--- src/rtl/ppe_sched.sv ---
// ppe_sched: round-robin scheduler merging NUM_REQ packet streams onto one registered PPE port.
// Define PPE_SCHED_WCHECK_EN to hold input packets until their address has seen WT_PKTS weights.
module ppe_sched #(
    parameter int  NUM_REQ = 4,
    parameter int  PKT_W   = 30,
    parameter int  WT_PKTS = 2,
    localparam int SRC_W   = (NUM_REQ > 1) ? $clog2(NUM_REQ) : 1
) (
    input  logic                     clk,
    input  logic                     rst_n,
    input  logic [NUM_REQ-1:0]       req_valid,
    input  logic [NUM_REQ*PKT_W-1:0] req_pkt,
    output logic [NUM_REQ-1:0]       req_ready,
    output logic                     out_valid,
    output logic [PKT_W-1:0]         out_pkt,
    output logic [SRC_W-1:0]         out_src,
    input  logic                     out_ready,
    input  logic                     wt_clr,
    output logic [NUM_REQ-1:0]       blocked
);
    logic [PKT_W-1:0]   pkt_s [NUM_REQ];
    logic [NUM_REQ-1:0] blk_s;
    logic [NUM_REQ-1:0] elig_s;
    logic [NUM_REQ-1:0] grant_s;
    logic               grant_found_s;
    logic [SRC_W-1:0]   grant_idx_s;
    logic               cap_s;
    logic [PKT_W-1:0]   sel_pkt_s;

    logic               out_valid_q, out_valid_d;
    logic [PKT_W-1:0]   out_pkt_q, out_pkt_d;
    logic [SRC_W-1:0]   out_src_q, out_src_d;
    logic [SRC_W-1:0]   ptr_q, ptr_d;
    logic [NUM_REQ-1:0] blocked_q, blocked_d;

    // Split the flat request bus into per-requester packets
    always_comb begin
        for (int i = 0; i < NUM_REQ; i++) begin
            pkt_s[i] = req_pkt[i*PKT_W +: PKT_W];
        end
    end

`ifdef PPE_SCHED_WCHECK_EN
    localparam int CNT_W = $clog2(WT_PKTS + 1);

    logic [CNT_W-1:0] wcnt_q [16];
    logic [CNT_W-1:0] wcnt_d [16];
    logic [3:0]       sel_addr_s;
    logic             wt_cap_s;

    // Input packets wait until their address holds a full set of weights
    always_comb begin
        for (int i = 0; i < NUM_REQ; i++) begin
            if (pkt_s[i][PKT_W-5] && (wcnt_q[pkt_s[i][PKT_W-1 -: 4]] < CNT_W'(WT_PKTS))) begin
                blk_s[i] = 1'b1;
            end else begin
                blk_s[i] = 1'b0;
            end
        end
    end

    // Weight counters: saturating count per address; a coincident clear keeps only the new weight
    always_comb begin
        sel_addr_s = sel_pkt_s[PKT_W-1 -: 4];
        wt_cap_s   = cap_s && !sel_pkt_s[PKT_W-5];
        for (int a = 0; a < 16; a++) begin
            if (wt_cap_s && (sel_addr_s == 4'(a))) begin
                if (wt_clr) begin
                    wcnt_d[a] = CNT_W'(1'b1);
                end else if (wcnt_q[a] < CNT_W'(WT_PKTS)) begin
                    wcnt_d[a] = wcnt_q[a] + CNT_W'(1'b1);
                end else begin
                    wcnt_d[a] = wcnt_q[a];
                end
            end else if (wt_clr) begin
                wcnt_d[a] = {CNT_W{1'b0}};
            end else begin
                wcnt_d[a] = wcnt_q[a];
            end
        end
    end

    // Weight counter registers
    always_ff @(posedge clk or negedge rst_n) begin
        if (!rst_n) begin
            for (int a = 0; a < 16; a++) begin
                wcnt_q[a] <= {CNT_W{1'b0}};
            end
        end else begin
            for (int a = 0; a < 16; a++) begin
                wcnt_q[a] <= wcnt_d[a];
            end
        end
    end
`else
    logic unused_wt_clr_s;

    assign blk_s           = {NUM_REQ{1'b0}};
    assign unused_wt_clr_s = wt_clr;
`endif

    // Round-robin search over eligible requesters, starting one past the last grant
    always_comb begin
        elig_s        = req_valid & ~blk_s;
        grant_found_s = |elig_s;
        grant_idx_s   = ptr_q;
        for (int k = NUM_REQ; k >= 1; k--) begin
            if (elig_s[SRC_W'((int'(ptr_q) + k) % NUM_REQ)]) begin
                grant_idx_s = SRC_W'((int'(ptr_q) + k) % NUM_REQ);
            end else begin
                grant_idx_s = grant_idx_s;
            end
        end
        cap_s     = grant_found_s && (!out_valid_q || out_ready);
        sel_pkt_s = pkt_s[grant_idx_s];
        grant_s   = {NUM_REQ{1'b0}};
        if (cap_s) begin
            grant_s[grant_idx_s] = 1'b1;
        end else begin
            grant_s = {NUM_REQ{1'b0}};
        end
    end

    assign req_ready = grant_s & {NUM_REQ{rst_n}};

    // Output register, arbitration pointer and blocked flags next state
    always_comb begin
        out_valid_d = out_valid_q;
        out_pkt_d   = out_pkt_q;
        out_src_d   = out_src_q;
        ptr_d       = ptr_q;
        blocked_d   = req_valid & blk_s;
        if (cap_s) begin
            out_valid_d = 1'b1;
            out_pkt_d   = sel_pkt_s;
            out_src_d   = grant_idx_s;
            ptr_d       = grant_idx_s;
        end else if (out_ready) begin
            out_valid_d = 1'b0;
        end else begin
            out_valid_d = out_valid_q;
        end
    end

    // State registers
    always_ff @(posedge clk or negedge rst_n) begin
        if (!rst_n) begin
            out_valid_q <= 1'b0;
            out_pkt_q   <= {PKT_W{1'b0}};
            out_src_q   <= {SRC_W{1'b0}};
            ptr_q       <= SRC_W'(NUM_REQ - 1);
            blocked_q   <= {NUM_REQ{1'b0}};
        end else begin
            out_valid_q <= out_valid_d;
            out_pkt_q   <= out_pkt_d;
            out_src_q   <= out_src_d;
            ptr_q       <= ptr_d;
            blocked_q   <= blocked_d;
        end
    end

    assign out_valid = out_valid_q;
    assign out_pkt   = out_pkt_q;
    assign out_src   = out_src_q;
    assign blocked   = blocked_q;

endmodule

--- config.mk ---
export PLATFORM = sky130hd
export DESIGN_NAME = ppe_sched
export DESIGN_NICKNAME = d
export VERILOG_FILES = /design/src/rtl/ppe_sched.sv
export SDC_FILE = /design/constraint.sdc
export NUM_CORES = 1
export LEC_CHECK = 0
export CELL_PAD_IN_SITES_DETAIL_PLACEMENT = 1
export CELL_PAD_IN_SITES_GLOBAL_PLACEMENT = 2
export CORE_UTILIZATION = 16
export DETAILED_ROUTE_END_ITERATION = 12
export PLACE_DENSITY_LB_ADDON = 0.1
export RECOVER_POWER = 100
export SYNTH_ARGS = -nofsm -noshare
export SYNTH_HDL_FRONTEND = slang
export SYNTH_SLANG_ARGS = --single-unit
--- constraint.sdc ---
create_clock -name clk -period 1.61 [get_ports clk]
set_input_delay 0.161 -clock clk [delete_from_list [all_inputs] [get_ports clk]]
set_output_delay 0.161 -clock clk [all_outputs]
set_load 0.005 [all_outputs]
After elaboration in Yosys (flattened, before gate mapping)
Index checks and enable logic that the tools add are counted.

Output and inout port bits: 41. Register bits after elaboration: 35. Input port bits: 128. Logic and storage cells: 47.

Reductions and logical operators: 6. Mux-type cells: 24. Bitwise logic cells: 2. $lt $le $gt $ge: 7. Add/sub/neg operators: 4.

Operators with widths (count): 30-bit binary-select mux with 2-bit select (1); 30-bit two-way mux (2); 2-bit by 4-bit < comparator with 1-bit output (second input constant) (4); 1-bit two-way mux (11); 1-bit binary-select mux with 2-bit select (4); 2-bit two-way mux (4); 2-bit by 1-bit adder with 2-bit output (second input constant) (2); 2-bit adder (second input constant) (2); 4-bit bitwise AND (1); 4-bit two-way mux (1); 4-bit OR reduction (1); 3-bit >= comparator (second input constant) (1); 2-bit by 3-bit < comparator with 1-bit output (second input constant) (1); 2-bit inverter with 3-bit output (1); 1-bit demux with 2-bit select (1); 2-bit by 1-bit >= comparator with 1-bit output (second input constant) (1); 1-bit logical AND (2); 2-bit nonzero test (1); 1-bit zero test (1); 1-bit logical OR (1).

Longest topological paths before layout
Gate-level depths: netlist (run 1).

Depth after elaboration: 14. Gate-level depth with buffers: 7. Gate-level depth less buffers: 5.

Worst setup path before layout (run 1)
No wires, ideal clock.

Path kind: register to register. From: reg ptr_q[0]. To: reg out_pkt_q[10], in the netlist out_pkt[10]. Setup slack: 0.018 ns. Stages on the path, launching flop included: 8. Period minus slack after synthesis: 1.592 ns. Arrival: 1.450 ns. Required time: 1.468 ns. Setup time: 0.142 ns. Buffers on the path: 2. Cell sequence: dfstp_2 > nand2b_1 > a21o_1 > and3_1 > buf_6 > buf_8 > mux2i_1 > a211oi_1.

Cells in the longest elaborated chain, start to end: 12. Elaborated cells between the ends (all ways): 24. Those cells by class: 4 x add/sub; 19 x mux; 1 x bitwise.

RTL lines: start, declared (line 33) `logic [SRC_W-1:0] ptr_q, ptr_d;`; start signal, assigned (line 151) `ptr_q <= SRC_W'(NUM_REQ - 1);`; start signal, assigned (line 157) `ptr_q <= ptr_d;`; 2-bit by 1-bit adder with 2-bit output (line 108, 109); 1-bit binary-select mux with 2-bit select (line 108) `if (elig_s[SRC_W'((int'(ptr_q) + k) % NUM_REQ)]) begin`; 1-bit two-way mux (not written as such) (2 in a row) (line 108); 2-bit two-way mux (3 in a row) (line 108); 2-bit two-way mux * (line 108); 2-bit inverter with 3-bit output (not written as such) * (line 115) `sel_pkt_s = pkt_s[grant_idx_s];`; 30-bit binary-select mux with 2-bit select * (line 115); 30-bit two-way mux (not written as such) * (2 in a row) (line 115); end signal, assigned (line 149) `out_pkt_q <= {PKT_W{1'b0}};`; end signal, assigned (line 155) `out_pkt_q <= out_pkt_d;`; end, declared (line 31) `logic [PKT_W-1:0] out_pkt_q, out_pkt_d;`.

Every way passes the cells marked *; elsewhere a longest branch is shown, timed or not. The select of a mux whose other input is x is not followed. A chain may end at the register's enable or synchronous reset.

Final worst setup path (run 1)
From: reg ptr_q[0]. To: reg out_pkt_q[0], in the netlist out_pkt[0].

The elaborated chain is that of the path after synthesis.

==> results.rst, run 1 <==
.. list-table::
   :header-rows: 1

   * - Metric
     - Value
   * - Count of cells along the worst register-to-register path
     - 7
   * - Flip-flop and latch count after synthesis
     - 35
   * - Startpoint kind of the worst setup timing path
     - flip-flop
   * - Total clock sinks
     - 35
   * - Max-cap viol count
     - 0
   * - Total leakage power
     - 1.791 nW
   * - Type of the tightest min-delay check
     - input pin to asynchronous set/reset pin
   * - Row count
     - 43
   * - Die boundary width
     - 122.8 µm
   * - Insertion delay of the later-clocked pin in the worst-skew pair
     - 0.28 ns
   * - Placed wire-length estimate
     - 8205 µm
   * - Clock buffer count from CTS
     - 5
   * - Worst relative slew slack
     - 29.67%
   * - Via count of the routed design
     - 2660
   * - Post-Synthesis Cells
     - 247
   * - Max Root-Sink Buffers
     - 2
   * - Die span in y
     - 122.8 µm
   * - Clock Pin Slew Worst Setup and Hold Paths
     - 0.06 ns
   * - Cell taking the most area after synthesis
     - sky130_fd_sc_hd__dfrtp_1
   * - Tot GR Track Use
     - 14.95%
   * - Number of fillers in the final layout
     - 1594
   * - Status
     - finished, violations left
   * - Most frequent cells in the layout
     - sky130_fd_sc_hd__clkdlybuf4s50_1, sky130_fd_sc_hd__nor2_1, sky130_fd_sc_hd__dfrtp_1
   * - Worst Setup Slack, final
     - -0.2493 ns
   * - Total congestion overflow after global routing
     - 0
   * - Skew final
     - 0.003973 ns
   * - IO Count
     - 169
   * - Crit Path Max Fanout
     - 8
   * - Signal arrival time at the worst endpoint
     - 2.01 ns
   * - Final Hold Violating Endpoints
     - 0
   * - DR WL/cell
     - 18.81 µm
   * - First DRT Iteration DRCs
     - 65
   * - Number of nets in the finished design
     - 549
   * - H-tree lvl count
     - 2
   * - Number of antenna violations at the first check in global routing
     - 0
   * - Setup tns final
     - -6.652 ns
   * - Hold slack final
     - 0.3872 ns
   * - Least-Margin Pin Slew
     - 1.055 ns
   * - Wire length of the first global-routing pass
     - 16620 µm
   * - Number of vias per cell after detailed routing
     - 4.419
   * - Area of the core
     - 14040 µm²
   * - Growth of design area from synthesis to finish
     - 103.2%
   * - Maximum clock frequency
     - 0.5379 GHz
   * - TritonCTS clock tree
     - done
   * - Share of the clock period used by the worst path after layout
     - 115.5%
   * - Diode insertion count for antenna repair
     - 0
   * - Global placement routability congestion
     - 0.7774
   * - RSZ-0062 raised after global routing
     - yes
   * - DRT Pass-1 Iters
     - 4
   * - Overall power after layout
     - 0.005229 W
   * - Number of buffers added to fix hold violations after cts
     - 0
   * - Sequential area share after synthesis
     - 37.64%
   * - Number of global-route vias before repair
     - 2925
   * - Synth warnings
     - 0
   * - Synth cell types
     - 30
   * - Data required time at the worst endpoint
     - 1.76 ns
   * - Final WL
     - 11320 µm
   * - Largest net degree at the start of global routing
     - 36
   * - Avg Inst Size Synth
     - 9.447 µm²
   * - Largest cells by area after synthesis
     - sky130_fd_sc_hd__dfrtp_1, sky130_fd_sc_hd__mux2i_1, sky130_fd_sc_hd__a221oi_1
   * - Number of buffers added on ports
     - 163
   * - Area enclosed by the die boundary
     - 15070 µm²
   * - Initial core utilization
     - 16.62%
   * - Worst IR Drop VDD
     - 373.8 µV
   * - CP Class
     - flip-flop to flip-flop
   * - Most common cell after layout, fill and taps aside
     - sky130_fd_sc_hd__clkdlybuf4s50_1
   * - Top cell type's share of synthesized area
     - 35.39%
   * - Power per cell area
     - 1103 nW/µm²
   * - Failing checks
     - negative setup slack
   * - Root buffer selected by CTS
     - sky130_fd_sc_hd__clkbuf_16
   * - Routed Antenna Nets
     - 0
   * - Period minus WS final
     - 1.859 ns
   * - Synthesized area
     - 2333 µm²
   * - Fraction of layout cells with a size suffix above 1
     - 19.19%
   * - Max-slew violation count
     - 0
   * - Total setup violations reported at the end of the flow
     - 34
   * - DRC viols
     - 0
   * - Crit path capture type
     - flip-flop
==> where the power goes <==
group | internal [W] | leakage [nW] | switching [W] | total (W)
sequential | 0.00121 | 0.386 | 0.000166 | 0.00138
combinational | 0.00162 | 1.34 | 0.00126 | 0.00289
clock | 0.000577 | 0.0652 | 0.000387 | 0.000964
total | 0.00341 | 1.79 | 0.00182 | 0.00523
==> synthesized netlist by cell type <==
library cell / instances
sky130_fd_sc_hd__and2_1: 32
sky130_fd_sc_hd__buf_12: 2
sky130_fd_sc_hd__dfstp_2: 2
sky130_fd_sc_hd__nor2b_1: 2
sky130_fd_sc_hd__nand2b_1: 2
sky130_fd_sc_hd__nor3_1: 4
sky130_fd_sc_hd__o211ai_1: 1
sky130_fd_sc_hd__a21oi_1: 3
sky130_fd_sc_hd__nor4_1: 1
sky130_fd_sc_hd__buf_2: 7
sky130_fd_sc_hd__a221oi_1: 30
sky130_fd_sc_hd__nand2_1: 2
sky130_fd_sc_hd__buf_4: 4
sky130_fd_sc_hd__nand3_1: 1
sky130_fd_sc_hd__clkbuf_1: 11
sky130_fd_sc_hd__and3_1: 1
sky130_fd_sc_hd__buf_8: 1
sky130_fd_sc_hd__o21ai_0: 1
sky130_fd_sc_hd__buf_1: 1
sky130_fd_sc_hd__nor2_1: 34
sky130_fd_sc_hd__conb_1: 1
sky130_fd_sc_hd__o21a_1: 3
sky130_fd_sc_hd__mux2i_1: 30
sky130_fd_sc_hd__a21o_1: 1
sky130_fd_sc_hd__dfrtp_1: 33
sky130_fd_sc_hd__o21ai_2: 1
sky130_fd_sc_hd__inv_1: 2
sky130_fd_sc_hd__buf_6: 1
sky130_fd_sc_hd__o21ai_1: 3
sky130_fd_sc_hd__a211oi_1: 30
==> worst paths after layout <==
kind,slack [ns],end,start
setup / recovery,-0.25,out_pkt[0],ptr_q[0]
hold / removal,0.39,out_pkt[14],rst_n
setup reg to reg,-0.25,out_pkt[0],ptr_q[0]
hold reg to reg,0.53,out_src[1],out_src[1]
max in group asynchronous,0.59,out_pkt[22],rst_n
min in group clk,0.47,out_valid,out_ready
==> registers in the layout (all words and copies together) (netlist names) <==
register	flops
out_pkt	30
out_src	2
out_valid	1
ptr_q	2
==> through the flow <==
step / worst slack (ns) / instances / utilization, % / instance area [µm²]
after floorplan: 0.01779 / 250 / - / 2345
final: -0.2493 / 602 / 33.76 / 4741
after global routing: -0.3261 / 602 / 33.76 / 4741
after detailed placement: -0.5984 / 588 / 30.25 / 4248
after CTS: -0.2470 / 599 / 32.67 / 4587
after global placement: -0.5476 / 588 / 30.25 / 4248
==> cell families after synthesis <==
family                 share of synthesized area, %
flip-flops                                    37.64
other                                        0.1607
AO/OA/AOI/OAI                                 24.40
buffers and inverters                         7.882
AND/OR/NAND/NOR                               17.05
multiplexers                                  12.87
==> repair_timing <==
item / 4_1_cts / 5_1_grt
cloned: 1 / 1
endpoints found under the setup margin: 36 / 36
pin swaps: 16 / 6
buffers inserted: 2 / 2
resized for setup: 52 / 24
hold endpoints to repair: 0 / 0
==> area by class of cell <==
class                   instances  area, µm²  share of cell area (%)
well taps                     180      225.2                   4.751
flip-flops and latches         35      878.3                   18.53
multi-input cells             186       1546                   32.62
clock buffers                   8      136.4                   2.877
repair buffers                191       1947                   41.07
inverters                       2      7.507                  0.1584
==> per-layer routing <==
metal | routed length, µm | up-vias | global-route usage, %
met1 | 4877 | 1297 | 18.26
met2 | 5638 | 85 | 26.47
met4 | 117 | 0 | 3.659
li1 | - | 1272 | -
met3 | 691 | 6 | 3.160
met5 | 0 | - | 0
==> worst max-delay path, cell delays in order, from the launching register on <==
cell and delay [ns]:
sky130_fd_sc_hd__dfstp_2 0.55, sky130_fd_sc_hd__nand2b_4 0.12, sky130_fd_sc_hd__a21o_1 0.17, sky130_fd_sc_hd__and3_4 0.23
sky130_fd_sc_hd__buf_8 0.13, sky130_fd_sc_hd__buf_12 0.16, sky130_fd_sc_hd__mux2i_2 0.25, sky130_fd_sc_hd__a211oi_1 0.10
Power figures use the tool's default switching activity.
==> inputs of run 2 (changes only) <==
--- a/config.mk
+++ b/config.mk
@@ -8,8 +8,10 @@
 export CELL_PAD_IN_SITES_DETAIL_PLACEMENT = 1
 export CELL_PAD_IN_SITES_GLOBAL_PLACEMENT = 2
 export CORE_UTILIZATION = 16
+export CTS_BUF_LIST = sky130_fd_sc_hd__clkbuf_16
 export DETAILED_ROUTE_END_ITERATION = 12
-export PLACE_DENSITY_LB_ADDON = 0.1
+export MAX_ROUTING_LAYER = met4
+export PLACE_DENSITY = 0.71
 export RECOVER_POWER = 100
 export SYNTH_ARGS = -nofsm -noshare
 export SYNTH_HDL_FRONTEND = slang
==> results.rst, run 2 (synthesized netlist as in run 1, its figures left out) <==
.. list-table::
   :header-rows: 1

   * - Metric
     - Value
   * - Wire length of the first global-routing pass
     - 15560 µm
   * - Worst R2R Start
     - ptr_q[0]
   * - Number of buffers and inverters on the critical path
     - 1
   * - Skew final
     - 0.007729 ns
   * - Status
     - finished, violations left
   * - Overall power after layout
     - 0.004952 W
   * - Number of vias per cell after detailed routing
     - 4.436
   * - Gate family responsible for the most delay along the worst path
     - flip-flops
   * - First DRT Iteration DRCs
     - 51
   * - Final Hold Violating Endpoints
     - 0
   * - RSZ-0062 raised after global routing
     - yes
   * - Crit path capture type
     - flip-flop
   * - Stage delay of the slowest cell on the critical path
     - 0.56 ns
   * - Critical register-to-register path endpoint
     - out_pkt[7]
   * - Routed Antenna Nets
     - 0
   * - Seq. cell area
     - 878.3 µm²
   * - Diode insertion count for antenna repair
     - 0
   * - Final WL
     - 10500 µm
   * - Most common cell after layout, fill and taps aside
     - sky130_fd_sc_hd__clkdlybuf4s50_1
   * - Share of the clock period used by the worst path after layout
     - 112.8%
   * - Area of the core
     - 14040 µm²
   * - DRT Pass-1 Iters
     - 4
   * - Signal arrival time at the worst endpoint
     - 1.96 ns
   * - Ordered cell list for the critical path
     - nand2b_4 > a21o_1 > and3_4 > buf_12 > mux2i_2 > a211oi_1
   * - DRC viols
     - 0
   * - H-tree lvl count
     - 2
   * - Total area of multi-input combinational cells
     - 1501 µm²
   * - TritonCTS clock tree
     - done
   * - Growth of design area from synthesis to finish
     - 98.18%
   * - CP Class
     - flip-flop to flip-flop
   * - Tot GR Track Use
     - 14.19%
   * - Root buffer selected by CTS
     - sky130_fd_sc_hd__clkbuf_16
   * - Total congestion overflow after global routing
     - 0
   * - Worst path slowest cell
     - sky130_fd_sc_hd__dfstp_2
   * - WL met3
     - 508 µm
   * - Place WS
     - -0.5721 ns
   * - Hold Path Cell Cnt
     - 4
   * - Clock Pin Slew Worst Setup and Hold Paths
     - 0.06 ns
   * - Routed wl met2
     - 5736 µm
   * - Number of antenna violations at the first check in global routing
     - 0
   * - Power per cell area
     - 1071 nW/µm²
   * - Worst Setup Slack, final
     - -0.2062 ns
   * - Data required time at the worst endpoint
     - 1.75 ns
   * - Maximum clock frequency
     - 0.5506 GHz
   * - DR WL/cell
     - 17.54 µm
   * - HP Start
     - req_valid[0]
   * - Worst relative slew slack
     - 34.34%
   * - Placed wire-length estimate
     - 8004 µm
   * - Via count of the routed design
     - 2657
   * - Top routing layer in use
     - met4
   * - Largest register FFs
     - 30
   * - Insertion delay of the later-clocked pin in the worst-skew pair
     - 0.28 ns
   * - Period minus WS final
     - 1.816 ns
   * - Max Root-Sink Buffers
     - 2
   * - Total setup violations reported at the end of the flow
     - 35
   * - Detailed-routing wirelength on met1
     - 4206 µm
   * - Number of fillers in the final layout
     - 1572
   * - Number of nets in the finished design
     - 546
   * - Initial core utilization
     - 16.62%
   * - IO Count
     - 169
   * - Type of the tightest min-delay check
     - input pin to flip-flop
   * - Number of buffers added on ports
     - 163
   * - Total clock sinks
     - 35
   * - Crit Path Max Fanout
     - 16
   * - Global placement routability congestion
     - 0.7565
   * - Slack of the worst reg-to-reg path
     - -0.21 ns
   * - Die span in y
     - 122.8 µm
   * - Most frequent cells in the layout
     - sky130_fd_sc_hd__clkdlybuf4s50_1, sky130_fd_sc_hd__nor2_1, sky130_fd_sc_hd__dlygate4sd3_1, sky130_fd_sc_hd__dfrtp_1, sky130_fd_sc_hd__and2_1
   * - Area enclosed by the die boundary
     - 15070 µm²
   * - Clock buffer count from CTS
     - 5
   * - Startpoint kind of the worst setup timing path
     - flip-flop
   * - Max-cap viol count
     - 0
   * - Least-Margin Pin Slew
     - 0.9849 ns
   * - Failing checks
     - negative setup slack
   * - Capture endpoint of the worst hold path
     - out_valid
   * - Number of global-route vias before repair
     - 2925
   * - Worst IR Drop VDD
     - 370.7 µV
   * - Setup tns final
     - -5.308 ns
   * - Total leakage power
     - 1.787 nW
   * - Die boundary width
     - 122.8 µm
   * - Fraction of layout cells with a size suffix above 1
     - 17.42%
   * - Largest net degree at the start of global routing
     - 36
   * - Row count
     - 43
   * - Max-slew violation count
     - 0
   * - Count of cells along the worst register-to-register path
     - 6
## run 2: metal layers
layer	global-route usage, %	up-vias
met1	15.77	1300
met3	2.138	2
met4	3.582	0
li1	-	1268
met2	26.23	87
met5	-	-
## run 2: cell type report
| class | instances | share of cell area [%] |
|---|---|---|
| Timing Repair Buffer | 188 | 40.56 |
| Multi-Input combinational cell | 186 | 32.47 |
| Sequential cell | 35 | 18.99 |
| Tap cell | 180 | 4.870 |
| Clock buffer | 5 | 2.706 |
| Clock inverter | 3 | 0.2435 |
| Inverter | 2 | 0.1623 |
## run 2: worst max-delay path by stage
stage                 startpoint            to  cells past startpoint
floorplan               ptr_q[0]   out_pkt[10]                      7
global placement    req_valid[3]  req_ready[3]                      6
detailed placement  req_valid[3]  req_ready[1]                      6
CTS                     ptr_q[0]    out_pkt[7]                      6
global route            ptr_q[0]    out_pkt[7]                      6
finish                  ptr_q[0]    out_pkt[7]                      6
## run 2: tightest hold or removal path, delay by kind of cell
| kind | cells | cell delay (ns) |
|---|---|---|
| and+or+nand+nor | 1 | 0.07 |
| buffers and inverters | 2 | 0.40 |
| AOI/OAI and AO/OA | 1 | 0.07 |
## run 2: repair_timing
item | 4_1_cts | 5_1_grt
pin swaps | 4 | 0
setup buffers | 3 | 2
endpoints found under the hold margin | 33 | 0
endpoints found under the setup margin | 34 | 35
cloned | 1 | 0
gates resized for setup | 48 | 24
hold buffers | 1 | 0
## run 2: stage by stage
step                util [%]  hold slack, ns  instance area, µm²  instances
finish                 32.93          0.4615                4624        599
global placement       29.86          0.2749                4193        584
CTS                    31.90          0.4597                4479        597
floorplan                  -         -0.1346                2345        250
detailed placement     29.86          0.2745                4193        584
global route           32.93          0.4789                4624        599
## run 2: power by group
part           switching (W)  internal (W)
Combinational        0.00120       0.00145
Sequential          0.000183       0.00121
Clock               0.000352      0.000557
Total                0.00173       0.00322
